$ cat config.mk
export PLATFORM = sky130hd
export DESIGN_NAME = conv_window_sequencer
export DESIGN_NICKNAME = d
export VERILOG_FILES = /design/src/rtl/conv_pkg.sv /design/src/rtl/window_sel_gen.sv /design/src/rtl/conv_window_sequencer.sv
export SDC_FILE = /design/constraint.sdc
export NUM_CORES = 1
export LEC_CHECK = 0
export BUFFER_PORTS_ARGS = -buffer_cell sky130_fd_sc_hd__buf_2
export CORE_MARGIN = 4
export CORE_UTILIZATION = 42
export DETAILED_ROUTE_END_ITERATION = 6
export PLACE_DENSITY = 0.7
export REMOVE_ABC_BUFFERS = 1
export SKIP_CTS_REPAIR_TIMING = 1
export SYNTH_ARGS = -nofsm -noshare
export SYNTH_HDL_FRONTEND = slang
export SYNTH_SLANG_ARGS = --single-unit
$ cat constraint.sdc
create_clock -name clk -period 2 [get_ports clk]
set_clock_uncertainty 0.05 [all_clocks]
set_input_delay 0.5 -clock clk [delete_from_list [all_inputs] [get_ports clk]]
set_output_delay 0.5 -clock clk [all_outputs]
set_load 0.1 [all_outputs]
$ cat src/rtl/conv_pkg.sv
// rtl/conv_pkg.sv - shared constants and state encoding for the convolution window sequencer
package conv_pkg;

   localparam int SEL_W    = 4;
   localparam int NUM_TAPS = 9;
   localparam int IMG_N    = 4;
   localparam int FLT_N    = 3;

   typedef enum logic [2:0] {
      ST_IDLE    = 3'd0,
      ST_LOAD    = 3'd1,
      ST_WAIT    = 3'd2,
      ST_CAPTURE = 3'd3,
      ST_DONE    = 3'd4
   } state_e;

endpackage

$ cat src/rtl/window_sel_gen.sv
// rtl/window_sel_gen.sv - maps a 2x2 output-window index to the nine 4-bit input-mux selects
module window_sel_gen
   import conv_pkg::*;
(
   input  logic [1:0]                win_i,
   output logic [SEL_W*NUM_TAPS-1:0] sel_o
);

   // win_i[1] is the window row offset, win_i[0] the column offset into the 4x4 image
   always_comb begin
      sel_o = '0;
      for (int k = 0; k < NUM_TAPS; k++) begin
         sel_o[SEL_W*k +: SEL_W] = SEL_W'(IMG_N * (k / FLT_N + int'(win_i[1]))
                                          + (k % FLT_N) + int'(win_i[0]));
      end
   end

endmodule

$ cat src/rtl/conv_window_sequencer.sv
// rtl/conv_window_sequencer.sv - walks the four 3x3 windows, drives mux selects and captures sums
module conv_window_sequencer
   import conv_pkg::*;
#(
   parameter int DW      = 8,
   parameter int MAC_LAT = 2
) (
   input  logic          clk,
   input  logic          rst,
   input  logic          start,
   input  logic          abort,
   input  logic [DW-1:0] dp_out,
   output logic [35:0]   sel,
   output logic          init,
   output logic          preset,
   output logic          busy,
   output logic          done,
   output logic [DW-1:0] res11,
   output logic [DW-1:0] res12,
   output logic [DW-1:0] res21,
   output logic [DW-1:0] res22
);

   localparam logic [3:0] CNT_INIT = 4'(MAC_LAT - 1);

   state_e        state_q, state_d;
   logic [1:0]    win_q, win_d;
   logic [3:0]    cnt_q, cnt_d;
   logic [DW-1:0] res_q [4];
   logic [DW-1:0] res_d [4];
   logic [35:0]   win_sel;

   window_sel_gen u_sel_gen (
      .win_i (win_q),
      .sel_o (win_sel)
   );

   always_comb begin
      state_d = state_q;
      win_d   = win_q;
      cnt_d   = cnt_q;
      res_d   = res_q;
      case (state_q)
         ST_IDLE: begin
            if (start && !abort) begin
               state_d = ST_LOAD;
               win_d   = 2'd0;
            end
         end
         ST_LOAD: begin
            state_d = ST_WAIT;
            cnt_d   = CNT_INIT;
         end
         ST_WAIT: begin
            if (cnt_q == 4'd0) state_d = ST_CAPTURE;
            else               cnt_d   = cnt_q - 4'd1;
         end
         ST_CAPTURE: begin
            res_d[win_q] = dp_out;
            if (win_q == 2'd3) begin
               state_d = ST_DONE;
            end else begin
               win_d   = win_q + 2'd1;
               state_d = ST_LOAD;
            end
         end
         ST_DONE: state_d = ST_IDLE;
         default: state_d = ST_IDLE;
      endcase
      // abort cancels everything including a capture in flight
      if (abort && state_q != ST_IDLE) begin
         state_d = ST_IDLE;
         win_d   = win_q;
         cnt_d   = cnt_q;
         res_d   = res_q;
      end
   end

   always_ff @(posedge clk) begin
      if (!rst) begin
         state_q <= ST_IDLE;
         win_q   <= 2'd0;
         cnt_q   <= 4'd0;
         for (int i = 0; i < 4; i++) res_q[i] <= '0;
      end else begin
         state_q <= state_d;
         win_q   <= win_d;
         cnt_q   <= cnt_d;
         for (int i = 0; i < 4; i++) res_q[i] <= res_d[i];
      end
   end

   always_comb begin
      sel    = (state_q == ST_IDLE) ? 36'd0 : win_sel;
      init   = (state_q == ST_LOAD);
      preset = (state_q == ST_IDLE);
      busy   = (state_q != ST_IDLE);
      done   = (state_q == ST_DONE);
   end

   assign res11 = res_q[0];
   assign res12 = res_q[1];
   assign res21 = res_q[2];
   assign res22 = res_q[3];

endmodule

==> results of run 1 <==
==> sequential cells by signal, indices dropped and copies added (netlist names) <==
name and flops:
cnt_q 4, res11 8, res12 8, res21 8
res22 8, state_q 3, win_q 2
==> layer usage <==
| metal | part of all wire [%] | global-route usage, % | up-vias |
|---|---|---|---|
| met4 | 0.60 | 3.67 | 0 |
| met3 | 13 | 8.94 | 4 |
| met2 | 46 | 26.1 | 79 |
| met5 | 0 | 0 | - |
| met1 | 41 | 22.3 | 851 |
| li1 | - | - | 945 |
==> Yosys cell counts, drive strengths merged <==
| library cell | number | share of area [%] |
|---|---|---|
| a2111oi | 1 | 0.42 |
| a211oi | 2 | 0.73 |
| a21oi | 35 | 8.5 |
| a221oi | 1 | 0.73 |
| a31o | 1 | 0.42 |
| and3 | 1 | 0.30 |
| and3b | 1 | 0.42 |
| and4bb | 1 | 0.61 |
| buf | 39 | 15 |
| clkbuf | 8 | 1.5 |
| conb | 1 | 0.18 |
| dfxtp | 41 | 40 |
| ha | 6 | 3.6 |
| inv | 6 | 1.1 |
| nand2 | 39 | 7.2 |
| nand2b | 3 | 0.91 |
| nand3 | 35 | 8.5 |
| nand3b | 1 | 0.36 |
| nand4 | 2 | 0.61 |
| nand4bb | 1 | 0.54 |
| nor2 | 12 | 2.5 |
| nor2b | 3 | 0.91 |
| nor3 | 2 | 0.73 |
| nor3b | 3 | 1.3 |
| nor4b | 2 | 0.85 |
| o21ai | 8 | 1.9 |
| o31ai | 1 | 0.36 |
| or3b | 1 | 0.42 |
==> stage by stage <==
step / area, µm² / util, % / hold WS (ns)
after global routing: 2980 / 62.6 / 0.423
after global placement: 2870 / 60.3 / 0.389
after floorplan: 1750 / - / 0.408
after CTS: 2950 / 62.1 / 0.405
after detailed placement: 2870 / 60.3 / 0.394
final: 2980 / 62.6 / 0.403
==> logic make-up (layout without fill, tap and decap cells) <==
group	count (synthesis)	after routing	share of synthesized area, %
AOI/OAI and AO/OA	49	49	13.1
and+or+nand+nor	107	107	26.2
buffers and inverters	53	105	17.2
other	1	6	0.181
DFF	41	41	39.7
adders and majority gates	6	6	3.63
==> report_power, final <==
group	internal (W)	switching [W]	leakage, nW
logic	0.000118	0.000296	0.843
registers	0.000818	0.00000306	0.330
clock network	0.000241	0.000285	0.0439
==> area by class of cell <==
type                            instances  area, µm²
Tap cell                               67       83.8
Multi-Input combinational cell        168        923
Clock inverter                          3       17.5
Clock buffer                            5       68.8
Inverter                                6       22.5
Sequential cell                        41        821
Timing Repair Buffer                   91       1040
Fill cell                             419       1780
==> worst max-delay path, cell delays in order (launching register included) <==
cell and delay (ns):
sky130_fd_sc_hd__dfxtp_1 0.34, sky130_fd_sc_hd__nor3_4 0.31, sky130_fd_sc_hd__nor2_1 0.13, sky130_fd_sc_hd__buf_12 0.18, sky130_fd_sc_hd__buf_12 0.17
==> path summary, 6_finish.rpt <==
check                                start        to  slack [ns]  cells past startpoint
worst min-delay path              res21[5]  res21[5]        0.40                      2
worst max-delay path            state_q[0]   sel[10]        0.03                      4
worst min register to register    res21[5]  res21[5]        0.40                      2
worst max register to register  state_q[0]  res11[6]        0.36                      6
==> results list, run 1 <==
* Share of post-route cells with drive strength above 1: 34.4%
* Highest clock rate: 509 MHz
- 0 antenna diodes ended up in the layout.
* Kind of end point of the critical path: output pin
- The number of global-route vias before repair is 1,801.
- Buffers placed on the I/O ports in this run total just under 80.
- TritonCTS Sinks: 41
- The initial utilization of the core area, before any placement, comes to a little over two fifths.
- Detailed router's first-iteration violation count: 107
* Router iterations before antenna repair: 4
- At the end of the flow, the number of nets in the layout was 331.
- The final-report hold violation count was 0.
- Synth cell types: 36
- Setup repair after global routing could not meet its margin everywhere.
- Full die area: 0.00611 mm²
- Across the VDD grid, the largest voltage drop is 0.337 mV.
- Synthesis inferred 41 register bits.
* Syn Std Cell Area: around 0.0021 mm²
- Insertion delay to the later sink of the worst-skew pair: a little under 0.3 ns
* Setup slack after layout: 0.0344 ns
- Total via count in the routed design: 1,879
- Area inside the core boundary: roughly 0.0048 mm²
* Number of primary I/O pins: 84
* Proportion of synthesized chip area in sequential cells: 39.7%
* Final setup viols: 0
- Once detailed placement completed, the half-perimeter wirelength came to 3830 µm.
- Relative to the synthesized area, the layout overhead comes to 43.9%.
* Power Density: slightly below 600 mW/mm²
* Initial antenna violation count: 0
- Data arrives at the worst endpoint at around 1.4 ns.
- The clock period could shrink to 1.97 ns.
- Vias per cell: between 4 and 5
- Classification of the worst-slack hold path: flip-flop to flip-flop
* Clk pin slew, worst setup/hold paths: 0.08 ns
- Number of buffers between clock root and the deepest sink: 2
- The H-tree generated during clock tree synthesis spans 2 levels.
- Total negative slack for setup checks: 0 ns
- Global routing consumed, over all layers together, 17.4% of the routing resources.
* Minimum setup slack after placement: 0.231 ns
* Ys Warns: 0
- Counting the buffers created by CTS gives 5.
- The congestion estimate from routability-driven global placement came to approximately 0.82.
* Largest fanout of any net on the critical path: 9
- In the final routed layout, each cell accounts on average for approximately 13 µm.
- After layout, the worst path uses 98.3% of the clock period.
- The flow ran to the end, and the final reports show no timing, DRC or antenna violations.
- Max-cap viol count: 0
* Die boundary width: around 80 µm
- After layout, the design draws a total of 0.00176 W.
- CTS tree: built
- The library cell used most frequently in the layout, excluding fill and tap cells, is sky130_fd_sc_hd__buf_2.
* Data required time at the worst endpoint: 1.45 ns
- Max Slew Vio Count: 0
- Once layout is complete, the cells apart from fillers number 381.
- Entering global routing, the biggest net connects 37 pins.
- Remaining antenna violation count: 0
- Final wirelength: 5140 µm
- Vertical die dimension: 78.2 µm
- Global routing finished with a remaining overflow of 0.
- After detailed routing, the number of remaining DRC violations is 0.
- FP Rows: 25
- Global-route wire length before repair: 8660 µm
- Category of the worst setup path launch point: flip-flop
* Average cell area after synthesis: 8.04 µm²
- Cell count after synthesis: around 260
- Buffer cell driving the clock tree root: sky130_fd_sc_hd__clkbuf_8
- The analysis attributes to cell leakage a power of 1.22 nW.
- In the layout the commonest cells are sky130_fd_sc_hd__buf_2, sky130_fd_sc_hd__dfxtp_1, sky130_fd_sc_hd__nand2_1.
- Startpoint-to-endpoint class of the critical path: flip-flop to output pin
* Cells after DPL: 372
Power figures use the tool's default switching activity.
==> run 2, diff against run 1 <==
PLACE_DENSITY = 0.73   (was 0.7)
clock period = 1.6 ns   (was 2 ns; I/O delays follow)
==> run 2 against run 1 <==
Net effect: sequential cell count unchanged; sequential share of layout area decreased by 2.0 points; cell count increased by 3.7%; first-iteration DRC count grew 21%; largest power group unchanged; sequential power is 25% higher; utilization increased by 5.3 points; count of clock-buffer cells in the layout unchanged; the flow now finishes with violations (negative setup slack); largest cell class unchanged; cell area is 8.5% higher; power grew 37%.
==> results list, run 2 (synthesized netlist as in run 1, its figures left out) <==
* Post-layout power: 0.00242 W (+37%)
- The number of antenna violations at the first check in global routing came to 0 (unchanged).
* Vias per cell: 5.02 (+1.7%)
* TritonCTS Sinks: 41 (unchanged)
- The total of max-cap violations is 0 (unchanged).
- Data required time at the worst endpoint: 1.15 ns (-0.30 ns)
- CTS placed an instance of sky130_fd_sc_hd__clkbuf_8 at the clock tree root.
- Area Overhead vs Synth: 56.2%
- The startpoint identified for the worst hold timing path is dp_out[3].
- The area of the die came to 0.00611 mm² (unchanged).
* Router iterations before antenna repair: 4 (unchanged)
- Fin crit period: 1.85 ns
- The initial standard-cell utilization of the core is 43.5% (unchanged).
- The worst supply voltage drop on vdd was 0.471 mV (+40%).
* Area inside the core boundary: 0.00475 mm² (unchanged)
- Cts bufs inserted: 5 (unchanged)
- The leftover overflow at the end of global routing was 0 (unchanged).
* Max Slew Vio Count: 0 (unchanged)
- The pin count of the biggest net entering global routing is 37 (unchanged).
* Net count of the finished layout: 345 (+4.2%)
* RSZ-0062 raised after global routing: yes
- Depth of the CTS H-tree: 2 (unchanged)
* Most frequent cells in the layout: sky130_fd_sc_hd__buf_2, sky130_fd_sc_hd__dfxtp_1, sky130_fd_sc_hd__buf_12
- Detailed router's first-iteration violation count: 130 (+21%)
- R2r setup slk: 0.08 ns (-0.28 ns)
- The pre-CTS setup slack came to 0.0163 ns (-0.215 ns).
- Cell leakage power: 1.32 nW (+8.1%)
* Outcome: complete, but fails checks
- IO Port Bufs: 77 (unchanged)
* Final setup viols: 34 (+34)
- Number of buffers between clock root and the deepest sink: 2 (unchanged)
* Startpoint of the worst register-to-register path: cnt_q[0]
- The worst setup path is captured at an output pin.
- Post-DR wirelength/cell: 14.5 µm (+7.1%)
* Clk pin slew, worst setup/hold paths: 0.09 ns (about the same)
* Final wirelength: 5710 µm (+11%)
- The number of global-route vias before repair came to 1,857 (+3.1%).
* End of the worst register-to-register path: cnt_q[2]
- The critical path in this run is classified as flip-flop to output pin.
- Number of primary I/O pins: 84 (unchanged)
* Total via count in the routed design: 1,981 (+5.4%)
- The post-route DRC violation count came to 0 (unchanged).
- Final HPWL from detailed placement: 3920 µm (+2.3%)
- TritonCTS built the clock tree.
- STA classifies the critical path startpoint as a flip-flop.
- The die width is 78.2 µm (unchanged).
- Insertion delay to the later sink of the worst-skew pair: 0.29 ns (about the same)
- The count of cells along the worst register-to-register path is 6 (unchanged).
* Critical path launch point: state_q[0]
* Violations in the final reports: negative setup slack
* Largest fanout of any net on the critical path: 6 (-3)
- Vertical die dimension: 78.2 µm (unchanged)
- The residual antenna-violating net count after detailed routing came to 0 (unchanged).
* Classification of the worst-slack hold path: input pin to flip-flop
- The cell area power density is 748 mW/mm² (+26%).
* Total routing usage reported by global routing: 17.9% (+0.48 points)
- The library cell used most frequently in the layout, excluding fill and tap cells, is sky130_fd_sc_hd__buf_2.
- Worst hold path stage count: 3 (+1)
* Share of post-route cells with drive strength above 1: 42.1% (+7.7 points)
* Setup slack after layout: -0.246 ns (-0.280 ns)
- The arrival time at the worst endpoint is 1.40 ns (-0.02 ns).
- Highest clock rate: 542 MHz
* Final count of hold timing violations: 0 (unchanged)
- Global-route wire length before repair: 8780 µm (+1.4%)
* FP Rows: 25 (unchanged)
* Hold-critical path endpoint: res21[3]
- Antenna diode count: 0 (unchanged)
- Of the available clock period, the critical path in the final layout requires 115%.
- The final estimated routing congestion in global placement was 0.810 (-0.69%).
==> run 2: cell types whose count changed in the layout (fill, tap and decap cells not counted), moves of 3 or more <==
cell	change
sky130_fd_sc_hd__nand2_2	+3
sky130_fd_sc_hd__buf_4	+9
sky130_fd_sc_hd__dfxtp_2	+4
sky130_fd_sc_hd__nand2_1	-3
sky130_fd_sc_hd__nor2_4	+3
sky130_fd_sc_hd__dfxtp_1	-4
==> run 2: worst max-delay path by stage <==
stage                     endpoint  slack (ns)  depth (start not counted)
after floorplan             sel[0]      -10.81                          2
after global placement    res11[0]        0.05                          6
after detailed placement  res12[6]        0.02                          6
after CTS                  sel[26]       -0.28                          5
after global routing       sel[15]       -0.30                          5
final                      sel[15]       -0.25                          5
==> run 2: per-layer routing <==
metal | global-route usage [%] | vias up | part of all wire (%)
met5 | 0 | - | 0
met4 | 5.24 | 0 | 0.42
met3 | 8.94 | 2 | 12
met2 | 27.7 | 90 | 49
met1 | 21.8 | 912 | 38
li1 | - | 977 | -
==> run 2: layout make-up <==
cell class              instances  area, µm²
clock buffers                   5       68.8
clock inverters                 3       46.3
fillers                       374       1530
inverters                       6       22.5
multi-input cells             168        981
flip-flops and latches         41        826
well taps                      67       83.8
repair buffers                105       1200
==> run 2: report_power, final <==
group / internal [W] / switching [W] / total (W) / leakage, nW
clock network: 0.000467 / 0.000379 / 0.000846 / 0.0543
logic: 0.000162 / 0.000382 / 0.000545 / 0.929
registers: 0.00102 / 0.00000323 / 0.00103 / 0.332
total: 0.00165 / 0.000764 / 0.00242 / 1.32
==> run 2: metrics by stage <==
stage	instance area (µm²)	cells	util [%]	hold slack [ns]	setup TNS, ns
2_1_floorplan	1750	215	-	0.408	-251.43
3_3_place_gp	2930	380	61.6	0.391	0
3_5_place_dp	2930	380	61.6	0.394	0
4_1_cts	3040	388	64.0	0.333	-7.95
5_1_grt	3230	395	67.9	0.338	-9.57
6_report	3230	395	67.9	0.345	-7.41
==> run 2: critical path: stages, from the launching register on <==
cell and delay, ns:
sky130_fd_sc_hd__dfxtp_2 0.33, sky130_fd_sc_hd__nor3_2 0.21, sky130_fd_sc_hd__buf_6 0.17, sky130_fd_sc_hd__nor2_4 0.06, sky130_fd_sc_hd__clkbuf_16 0.16, sky130_fd_sc_hd__buf_12 0.16
